**src/rtl/xxv_ptp_pkg.sv**
```systemverilog
// rtl/xxv_ptp_pkg.sv - shared constants and helpers for the XXV PTP tag tracker
package xxv_ptp_pkg;
    localparam int TAG_W = 16;
    localparam int TS_W  = 80;

    localparam logic [1:0] OP_NONE  = 2'b00;
    localparam logic [1:0] OP_1STEP = 2'b01;
    localparam logic [1:0] OP_2STEP = 2'b10;
    localparam logic [1:0] OP_RSVD  = 2'b11;

    localparam logic [1:0] ST_OK       = 2'b00;
    localparam logic [1:0] ST_MISMATCH = 2'b01;
    localparam logic [1:0] ST_TIMEOUT  = 2'b10;
    localparam logic [1:0] ST_DROPPED  = 2'b11;

    // Event counters stick at all-ones instead of wrapping.
    function automatic logic [15:0] sat_inc(input logic [15:0] v, input logic en);
        sat_inc = (en && (v != 16'hFFFF)) ? v + 16'd1 : v;
    endfunction
endpackage

```
**src/rtl/xxv_ptp_sync_fifo.sv**
```systemverilog
// rtl/xxv_ptp_sync_fifo.sv - first-word-fall-through synchronous FIFO
module xxv_ptp_sync_fifo #(
    parameter int DATA_W = 8,
    parameter int DEPTH  = 8
) (
    input  logic                       clk,
    input  logic                       rst_n,
    input  logic                       wr_en,
    input  logic [DATA_W-1:0]          wr_data,
    input  logic                       rd_en,
    output logic [DATA_W-1:0]          rd_data,
    output logic                       full,
    output logic                       empty,
    output logic [$clog2(DEPTH):0]     count
);
    localparam int AW = $clog2(DEPTH);
    localparam int CW = AW + 1;

    logic [DATA_W-1:0] mem [DEPTH];
    logic [AW-1:0]     wr_ptr;
    logic [AW-1:0]     rd_ptr;
    logic              do_wr;
    logic              do_rd;

    // Writes to a full FIFO and reads from an empty one are ignored.
    assign do_wr   = wr_en & ~full;
    assign do_rd   = rd_en & ~empty;
    assign full    = (count == CW'(DEPTH));
    assign empty   = (count == '0);
    assign rd_data = mem[rd_ptr];

    // Storage, pointers and occupancy; storage is cleared so an idle head reads as zero.
    always_ff @(posedge clk or negedge rst_n) begin
        if (!rst_n) begin
            for (int i = 0; i < DEPTH; i++) begin
                mem[i] <= '0;
            end
            wr_ptr <= '0;
            rd_ptr <= '0;
            count  <= '0;
        end else begin
            if (do_wr) begin
                mem[wr_ptr] <= wr_data;
                wr_ptr      <= wr_ptr + AW'(1);
            end
            if (do_rd) begin
                rd_ptr <= rd_ptr + AW'(1);
            end
            if (do_wr && !do_rd) begin
                count <= count + CW'(1);
            end else if (!do_wr && do_rd) begin
                count <= count - CW'(1);
            end
        end
    end
endmodule

```
**src/rtl/xxv_ptp_tag_tracker.sv**
```systemverilog
// rtl/xxv_ptp_tag_tracker.sv - multi-outstanding two-step PTP tag tracker for the XXV MAC TX path
module xxv_ptp_tag_tracker
    import xxv_ptp_pkg::*;
#(
    parameter int MAX_OUTSTANDING = 4,
    parameter int CTRL_DEPTH      = 8,
    parameter int OUT_DEPTH       = 8,
    parameter int TIMEOUT_CYC     = 65535
) (
    input  logic          tx_eth_clk,
    input  logic          tx_eth_aresetn,
    input  logic [31:0]   tx_ptp_ctrl_tdata,
    input  logic          tx_ptp_ctrl_tvalid,
    input  logic          tx_ptp_ctrl_tlast,
    output logic          tx_ptp_ctrl_tready,
    input  logic          tx_eth_tvalid,
    input  logic          tx_eth_tready,
    input  logic          tx_eth_tuser,
    input  logic          tx_eth_tlast,
    output logic [1:0]    tx_ptp_1588op,
    output logic [15:0]   tx_ptp_tag_field,
    input  logic          tx_ptp_tstamp_valid_in,
    input  logic [15:0]   tx_ptp_tstamp_tag_in,
    input  logic [79:0]   tx_ptp_tstamp_in,
    output logic [95:0]   tx_ptp_ts_tdata,
    output logic [1:0]    tx_ptp_ts_tuser,
    output logic          tx_ptp_ts_tvalid,
    output logic          tx_ptp_ts_tlast,
    input  logic          tx_ptp_ts_tready,
    output logic [4:0]    outstanding,
    output logic [15:0]   stat_timeout,
    output logic [15:0]   stat_mismatch,
    output logic [15:0]   stat_drop,
    output logic [15:0]   stat_ovf
);
    localparam int PCW = $clog2(MAX_OUTSTANDING) + 1;
    localparam int CCW = $clog2(CTRL_DEPTH) + 1;
    localparam int OCW = $clog2(OUT_DEPTH) + 1;
    localparam int REC_W = 2 + TAG_W + TS_W;
    localparam logic [19:0] AGE_LIM = 20'(TIMEOUT_CYC - 1);

    logic                 rst_done, in_pkt, drop_pend;
    logic [1:0]           op_lat;
    logic [TAG_W-1:0]     tag_lat, drop_tag;
    logic [19:0]          age;
    logic                 ctrl_full, ctrl_empty, pend_full, pend_empty, out_full, out_empty;
    logic [CCW-1:0]       ctrl_count;
    logic [PCW-1:0]       pend_count;
    logic [OCW-1:0]       out_count;
    logic [TAG_W+1:0]     ctrl_head;
    logic [TAG_W-1:0]     pend_head;
    logic [REC_W-1:0]     out_head;
    logic                 beat, sop, arm_sop, ctrl_push, ctrl_pop, two_step;
    logic                 drop_full, drop_empty, pend_push, pend_pop, strobe, timeout;
    logic [1:0]           head_op, sop_op;
    logic [TAG_W-1:0]     sop_tag;
    logic                 rec_valid, drop_wr, mismatch_evt;
    logic [1:0]           rec_status;
    logic [TAG_W+TS_W-1:0] rec_data;
    logic                 unused_sig;

    assign unused_sig = ^{tx_ptp_ctrl_tlast, tx_ptp_ctrl_tdata[15:2], ctrl_count, out_count};

    assign tx_ptp_ctrl_tready = rst_done & ~ctrl_full;
    assign ctrl_push  = tx_ptp_ctrl_tvalid & tx_ptp_ctrl_tready;
    assign beat       = tx_eth_tvalid & tx_eth_tready;
    assign sop        = beat & ~in_pkt;
    assign arm_sop    = sop & tx_eth_tuser;
    assign head_op    = (ctrl_head[1:0] == OP_RSVD) ? OP_NONE : ctrl_head[1:0];
    assign ctrl_pop   = arm_sop & ~ctrl_empty;
    assign two_step   = ctrl_pop & (head_op == OP_2STEP);
    assign drop_full  = two_step & pend_full;
    assign pend_push  = two_step & ~pend_full;
    assign drop_empty = arm_sop & ctrl_empty;
    assign sop_op     = (ctrl_empty | drop_full) ? OP_NONE : head_op;
    assign sop_tag    = ctrl_empty ? '0 : ctrl_head[TAG_W+1:2];

    // The SOP beat sees the ctrl head directly; later beats see the per-packet latch.
    assign tx_ptp_1588op    = tx_eth_tuser ? (in_pkt ? op_lat : sop_op) : OP_NONE;
    assign tx_ptp_tag_field = tx_eth_tuser ? (in_pkt ? tag_lat : sop_tag) : '0;

    assign strobe       = tx_ptp_tstamp_valid_in;
    assign timeout      = ~pend_empty & ~strobe & (age == AGE_LIM);
    assign pend_pop     = (strobe & ~pend_empty) | timeout;
    assign mismatch_evt = strobe & (pend_empty | (tx_ptp_tstamp_tag_in != pend_head));
    assign outstanding  = 5'(pend_count);

    // One record per cycle: timestamp strobe beats timeout, timeout beats a parked drop.
    always_comb begin
        rec_valid  = 1'b0;
        rec_status = ST_OK;
        rec_data   = '0;
        drop_wr    = 1'b0;
        if (strobe) begin
            rec_valid  = 1'b1;
            rec_status = mismatch_evt ? ST_MISMATCH : ST_OK;
            rec_data   = {tx_ptp_tstamp_tag_in, tx_ptp_tstamp_in};
        end else if (timeout) begin
            rec_valid  = 1'b1;
            rec_status = ST_TIMEOUT;
            rec_data   = {pend_head, {TS_W{1'b0}}};
        end else if (drop_pend) begin
            rec_valid  = 1'b1;
            rec_status = ST_DROPPED;
            rec_data   = {drop_tag, {TS_W{1'b0}}};
            drop_wr    = 1'b1;
        end
    end

    // Packet framing, per-packet op/tag latch and the ctrl ready enable after reset.
    always_ff @(posedge tx_eth_clk or negedge tx_eth_aresetn) begin
        if (!tx_eth_aresetn) begin
            rst_done <= 1'b0;
            in_pkt   <= 1'b0;
            op_lat   <= OP_NONE;
            tag_lat  <= '0;
        end else begin
            rst_done <= 1'b1;
            if (beat) begin
                in_pkt <= ~tx_eth_tlast;
            end
            if (arm_sop) begin
                op_lat  <= sop_op;
                tag_lat <= sop_tag;
            end else if (sop) begin
                op_lat  <= OP_NONE;
                tag_lat <= '0;
            end
        end
    end

    // Head age restarts whenever a different entry becomes the head.
    always_ff @(posedge tx_eth_clk or negedge tx_eth_aresetn) begin
        if (!tx_eth_aresetn) begin
            age <= '0;
        end else if (pend_pop || (pend_push && pend_empty)) begin
            age <= '0;
        end else if (!pend_empty) begin
            age <= age + 20'd1;
        end
    end

    // A dropped two-step tag parks here until a record slot is free; only one is held.
    always_ff @(posedge tx_eth_clk or negedge tx_eth_aresetn) begin
        if (!tx_eth_aresetn) begin
            drop_pend <= 1'b0;
            drop_tag  <= '0;
        end else if (drop_wr) begin
            drop_pend <= 1'b0;
        end else if (drop_full && !drop_pend) begin
            drop_pend <= 1'b1;
            drop_tag  <= ctrl_head[TAG_W+1:2];
        end
    end

    // Saturating event counters.
    always_ff @(posedge tx_eth_clk or negedge tx_eth_aresetn) begin
        if (!tx_eth_aresetn) begin
            stat_timeout  <= '0;
            stat_mismatch <= '0;
            stat_drop     <= '0;
            stat_ovf      <= '0;
        end else begin
            stat_timeout  <= sat_inc(stat_timeout, timeout);
            stat_mismatch <= sat_inc(stat_mismatch, mismatch_evt);
            stat_drop     <= sat_inc(stat_drop, drop_empty | drop_full);
            stat_ovf      <= sat_inc(stat_ovf, rec_valid & out_full);
        end
    end

    xxv_ptp_sync_fifo #(.DATA_W(TAG_W + 2), .DEPTH(CTRL_DEPTH)) u_ctrl_fifo (
        .clk(tx_eth_clk), .rst_n(tx_eth_aresetn),
        .wr_en(ctrl_push), .wr_data({tx_ptp_ctrl_tdata[31:16], tx_ptp_ctrl_tdata[1:0]}),
        .rd_en(ctrl_pop), .rd_data(ctrl_head),
        .full(ctrl_full), .empty(ctrl_empty), .count(ctrl_count)
    );

    xxv_ptp_sync_fifo #(.DATA_W(TAG_W), .DEPTH(MAX_OUTSTANDING)) u_pend_fifo (
        .clk(tx_eth_clk), .rst_n(tx_eth_aresetn),
        .wr_en(pend_push), .wr_data(ctrl_head[TAG_W+1:2]),
        .rd_en(pend_pop), .rd_data(pend_head),
        .full(pend_full), .empty(pend_empty), .count(pend_count)
    );

    xxv_ptp_sync_fifo #(.DATA_W(REC_W), .DEPTH(OUT_DEPTH)) u_out_fifo (
        .clk(tx_eth_clk), .rst_n(tx_eth_aresetn),
        .wr_en(rec_valid), .wr_data({rec_status, rec_data}),
        .rd_en(tx_ptp_ts_tready), .rd_data(out_head),
        .full(out_full), .empty(out_empty), .count(out_count)
    );

    assign tx_ptp_ts_tvalid = ~out_empty;
    assign tx_ptp_ts_tlast  = ~out_empty;
    assign tx_ptp_ts_tuser  = out_head[REC_W-1 -: 2];
    assign tx_ptp_ts_tdata  = out_head[TAG_W+TS_W-1:0];
endmodule

```
**config.mk**
```make
export PLATFORM = sky130hd
export DESIGN_NAME = xxv_ptp_tag_tracker
export DESIGN_NICKNAME = d
export VERILOG_FILES = /design/src/rtl/xxv_ptp_pkg.sv /design/src/rtl/xxv_ptp_sync_fifo.sv /design/src/rtl/xxv_ptp_tag_tracker.sv
export SDC_FILE = /design/constraint.sdc
export NUM_CORES = 2
export LEC_CHECK = 0
export ABC_AREA = 1
export BUFFER_PORTS_ARGS = -buffer_cell sky130_fd_sc_hd__buf_2
export CAP_MARGIN = 20
export CORE_ASPECT_RATIO = 1.75
export CORE_UTILIZATION = 52
export DETAILED_ROUTE_END_ITERATION = 16
export GPL_TIMING_DRIVEN = 1
export MAX_ROUTING_LAYER = met4
export PLACE_DENSITY = 0.71
export SETUP_SLACK_MARGIN = 0.3
export SLEW_MARGIN = 5
export SYNTH_ARGS = -nofsm -noshare
export SYNTH_HDL_FRONTEND = slang
export SYNTH_SLANG_ARGS = --single-unit
```
**constraint.sdc**
```tcl
create_clock -name tx_eth_clk -period 2.7 [get_ports tx_eth_clk]
set_input_delay 0 -clock tx_eth_clk [delete_from_list [all_inputs] [get_ports tx_eth_clk]]
set_output_delay 0 -clock tx_eth_clk [all_outputs]
set_load 0.01 [all_outputs]
```
==> summary.txt <==
Run status
  – Outcome: complete, but fails checks
  – Violated checks: setup timing

Detailed routing
  – Vias: 51600
  – DR vias/cell: 6.07
  – DRT iter0 DRCs: 5858
  – Routed WL per cell: 22.8 um
  – Post-Route WL: 194 mm
  – ANT nets after route: 0
  – DRC violations left: 0
  – Drt pass-1 iters: 9

Setup path
  – CP endpoint kind: primary output
  – CP Launch Point: u_out_fifo.rd_ptr[0]
  – Critical path cell sequence: buf_12 > clkinv_16 > buf_16 > buf_16 > buf_8 > nor2_1 > o22ai_2 > nor2_1 > a31oi_1 > buf_2
  – Cells on worst reg2reg path: 13
  – Delay of the slowest critical-path stage: 0.50 ns
  – Reg2reg setup slack: 0.08 ns
  – WS Path Type: flop to primary output
  – CP endpoint: tx_ptp_ts_tdata[2]
  – Crit path max fanout: 8
  – Critical R2R Launch: age[11]
  – Worst r2r dst: u_out_fifo.mem[200]
  – Critical-path top delay cell: dfrtp_4
  – Startpoint Class: flop
  – Req. time, crit path: 2.70 ns
  – Crit path arrival time: 2.75 ns

Clock tree
  – Clock buffer depth: 3
  – Cts bufs inserted: 105
  – Skew-Pair Late Insertion Delay: 0.75 ns
  – Clk slew on worst S/H paths: 0.07 ns
  – Clk sink count: 1140
  – TritonCTS clock tree: built
  – Clk root buf: clkbuf_16
  – H-Tree Depth: 3

Timing
  – Min setup slack post-route: -0.0506 ns
  – Tcrit/Tclk final: 102%
  – Final Skew: 0.0336 ns
  – Slew HR: 47.3%
  – Final Hold Fails: 0
  – RSZ-0062 raised after global routing: true
  – Final Max Tran Viols: 0
  – Fin crit period: 2.75 ns
  – Worst slew pin tran: 0.791 ns
  – # setup viols final: 2
  – Fmax: 364 MHz

Final layout
  – Fillers: 7521
  – Most frequent cells in the layout: 1768 x nand2_1, 1134 x dfrtp_1, 933 x o21ai_0
  – Cell area after layout: 68500 um2
  – Post-Layout Cell Count: 8498
  – Area growth from synthesis to layout: 30.3%
  – Nets: 7243
  – Commonest non-fill, non-tap cell in the layout: nand2_1
  – Layout cell share with drive strength beyond 1: 19.8%

Job
  – Max Cap Viol: 0

Die
  – FP Rows: 154
  – Placeable Area: 100000 um2
  – IO Pins: 326
  – Die Area: 102000 um2
  – Die width: 242 um
  – DIE HEIGHT: 423 um
  – Starting Density: 52.4%

Yosys
  – Post-synthesis xor/xnor area fraction: 1.61%
  – Post-synth top flop: dfrtp_1
  – Synth Area in Compound Gates: 16.1%
  – Mux cell area share after synthesis: 0.150%
  – Sequential area share after synthesis: 54.2%
  – Unique masters post-synth: 37
  – Main combinational cell family by area after synthesis: simple AND/OR/NAND/NOR gates
  – Ys Warns: 0
  – Seq cells post-synth: 1140
  – Synth Area in Simple Gates: 22.4%
  – Post-Syn Area: 52600 um2
  – Syn Inst Count: 6466
  – Post-synthesis adder-cell area fraction: 0.614%
  – Number of flops mapped to enable cells by yosys: 0
  – Asr flop ratio synth: 100%
  – Syn avg cell area: 8.14 um2

GRT
  – Largest net degree at the start of global routing: 146
  – Overall routing resource usage: 33.7%
  – First-pass GRT wire length: 265 mm
  – Initial antenna violation count: 2
  – Vias in the first global route: 47800
  – Global route total overflow: 0

Placed design
  – Worst slack at placement: -0.0984 ns
  – Dpl cells: 7893
  – Placed inst area: 56400 um2
  – I/O Buffers: 308
  – Routability cong.: 0.933
  – Post-DP HPWL: 98.1 mm

Pwr
  – Clock power frac: 17.4%
  – P per Cell Area: 1320 nW/um2
  – Sw Ratio: 42.7%
  – Flop pwr share: 31.8%
  – Pint: 51800 uW
  – Comb power frac: 50.8%
  – Peak VDD IR: 0.000902 V
  – Leak: 0.0322 uW
  – P_sw: 38600 uW

Worst hold path
  – Hold/Removal Path Class: input pin to asynchronous set/reset pin
==> cell type report <==
cell class / count / area (um2) / share of cell area [%]
inverter: 141 / 763 / 1.11
clock inverter: 58 / 631 / 0.920
tap: 1326 / 1660 / 2.42
antenna: 2 / 5.00 / 0.00730
clock buffer: 138 / 2930 / 4.28
timing repair buffer: 926 / 10200 / 14.9
timing repair inverter: 21 / 235 / 0.343
multi-input combinational: 4746 / 23600 / 34.4
sequential: 1140 / 28500 / 41.6
==> timing repair <==
| item | 4_1_cts | 5_1_grt |
|---|---|---|
| gates resized for setup | 275 | 694 |
| endpoints found under the setup margin | 453 | 861 |
| hold endpoints to repair | 2106 | 0 |
| pin swaps | 72 | 233 |
| hold buffers | 126 | 0 |
| setup buffers | 62 | 95 |
| cloned | 38 | 86 |
==> state kept, by name, indices dropped and copies added (netlist names), 4 cells and up <==
register           cells
u_out_fifo.mem       784
u_ctrl_fifo.mem      144
u_pend_fifo.mem       64
age                   20
drop_tag              16
stat_drop             16
stat_mismatch         16
stat_ovf              16
stat_timeout          16
tag_lat               16
u_ctrl_fifo.count      4
u_out_fifo.count       4
==> worst max-delay path, delay by kind of cell (launching register included) <==
kind | cells | cell delay (ns)
buffers and inverters | 6 | 0.85
AO/OA/AOI/OAI | 2 | 0.48
flip-flops | 1 | 0.50
AND/OR/NAND/NOR | 2 | 0.15
==> power groups by stage <==
stage | combinational [uW] | clock (uW) | sequential, uW
2_1_floorplan | 20300 | 0 | 27000
3_3_place_gp | 30700 | 0 | 27800
3_5_place_dp | 31300 | 0 | 28100
4_1_cts | 37200 | 15800 | 27800
5_1_grt | 48900 | 16500 | 29300
6_report | 45900 | 15700 | 28700
==> routing by layer <==
metal	GRT usage, %	routed length, um	vias up
met1	38.9	66600	25000
met2	56.8	94200	3085
met5	-	0	-
met3	4.69	17900	909
li1	-	-	22600
met4	18.3	15000	0
==> through the flow <==
| stage | util [%] | total power, uW | TNS (ns) | hold slack [ns] |
|---|---|---|---|---|
| after floorplan | - | 47300 | 0 | -0.296 |
| after global placement | 56.2 | 58500 | -0.762 | -0.0461 |
| after detailed placement | 56.2 | 59400 | -0.390 | -0.0350 |
| after CTS | 63.6 | 80800 | 0 | 0.0741 |
| after global routing | 68.3 | 94700 | -0.263 | 0.127 |
| final | 68.3 | 90300 | -0.0546 | 0.0879 |
==> logic make-up after synthesis <==
| group | Yosys count |
|---|---|
| xor gates and xnor gates | 97 |
| buffers and inverters | 582 |
| muxes | 7 |
| DFF | 1140 |
| other | 2 |
| adders and majority gates | 24 |
| and+or+nand+nor | 2983 |
| AOI/OAI and AO/OA | 1631 |
==> worst min-delay path by stage <==
| stage | slack [ns] | end | from |
|---|---|---|---|
| floorplan | -0.30 | age[0] | tx_eth_aresetn |
| global placement | -0.05 | stat_ovf[8] | tx_eth_aresetn |
| detailed placement | -0.04 | stat_ovf[4] | tx_eth_aresetn |
| CTS | 0.07 | stat_ovf[8] | tx_eth_aresetn |
| global route | 0.13 | stat_ovf[8] | tx_eth_aresetn |
| finish | 0.09 | stat_ovf[8] | tx_eth_aresetn |
==> synth_stat cells (27+ instances only) <==
| cell type | instances | area share, % |
|---|---|---|
| inv_1 | 120 | 0.86 |
| xor2_1 | 63 | 1.0 |
| dfrtp_1 | 1140 | 54 |
| buf_2 | 82 | 0.78 |
| nand3_1 | 188 | 1.8 |
| a31oi_1 | 112 | 1.3 |
| clkbuf_1 | 300 | 2.1 |
| nand4_1 | 54 | 0.64 |
| xnor2_1 | 34 | 0.57 |
| nor2_1 | 856 | 6.1 |
| o22ai_1 | 130 | 1.5 |
| o21ai_0 | 1122 | 11 |
| buf_6 | 27 | 0.58 |
| o21ai_1 | 237 | 2.3 |
| nand2_1 | 1834 | 13 |
(Power assumes the default switching activity.)
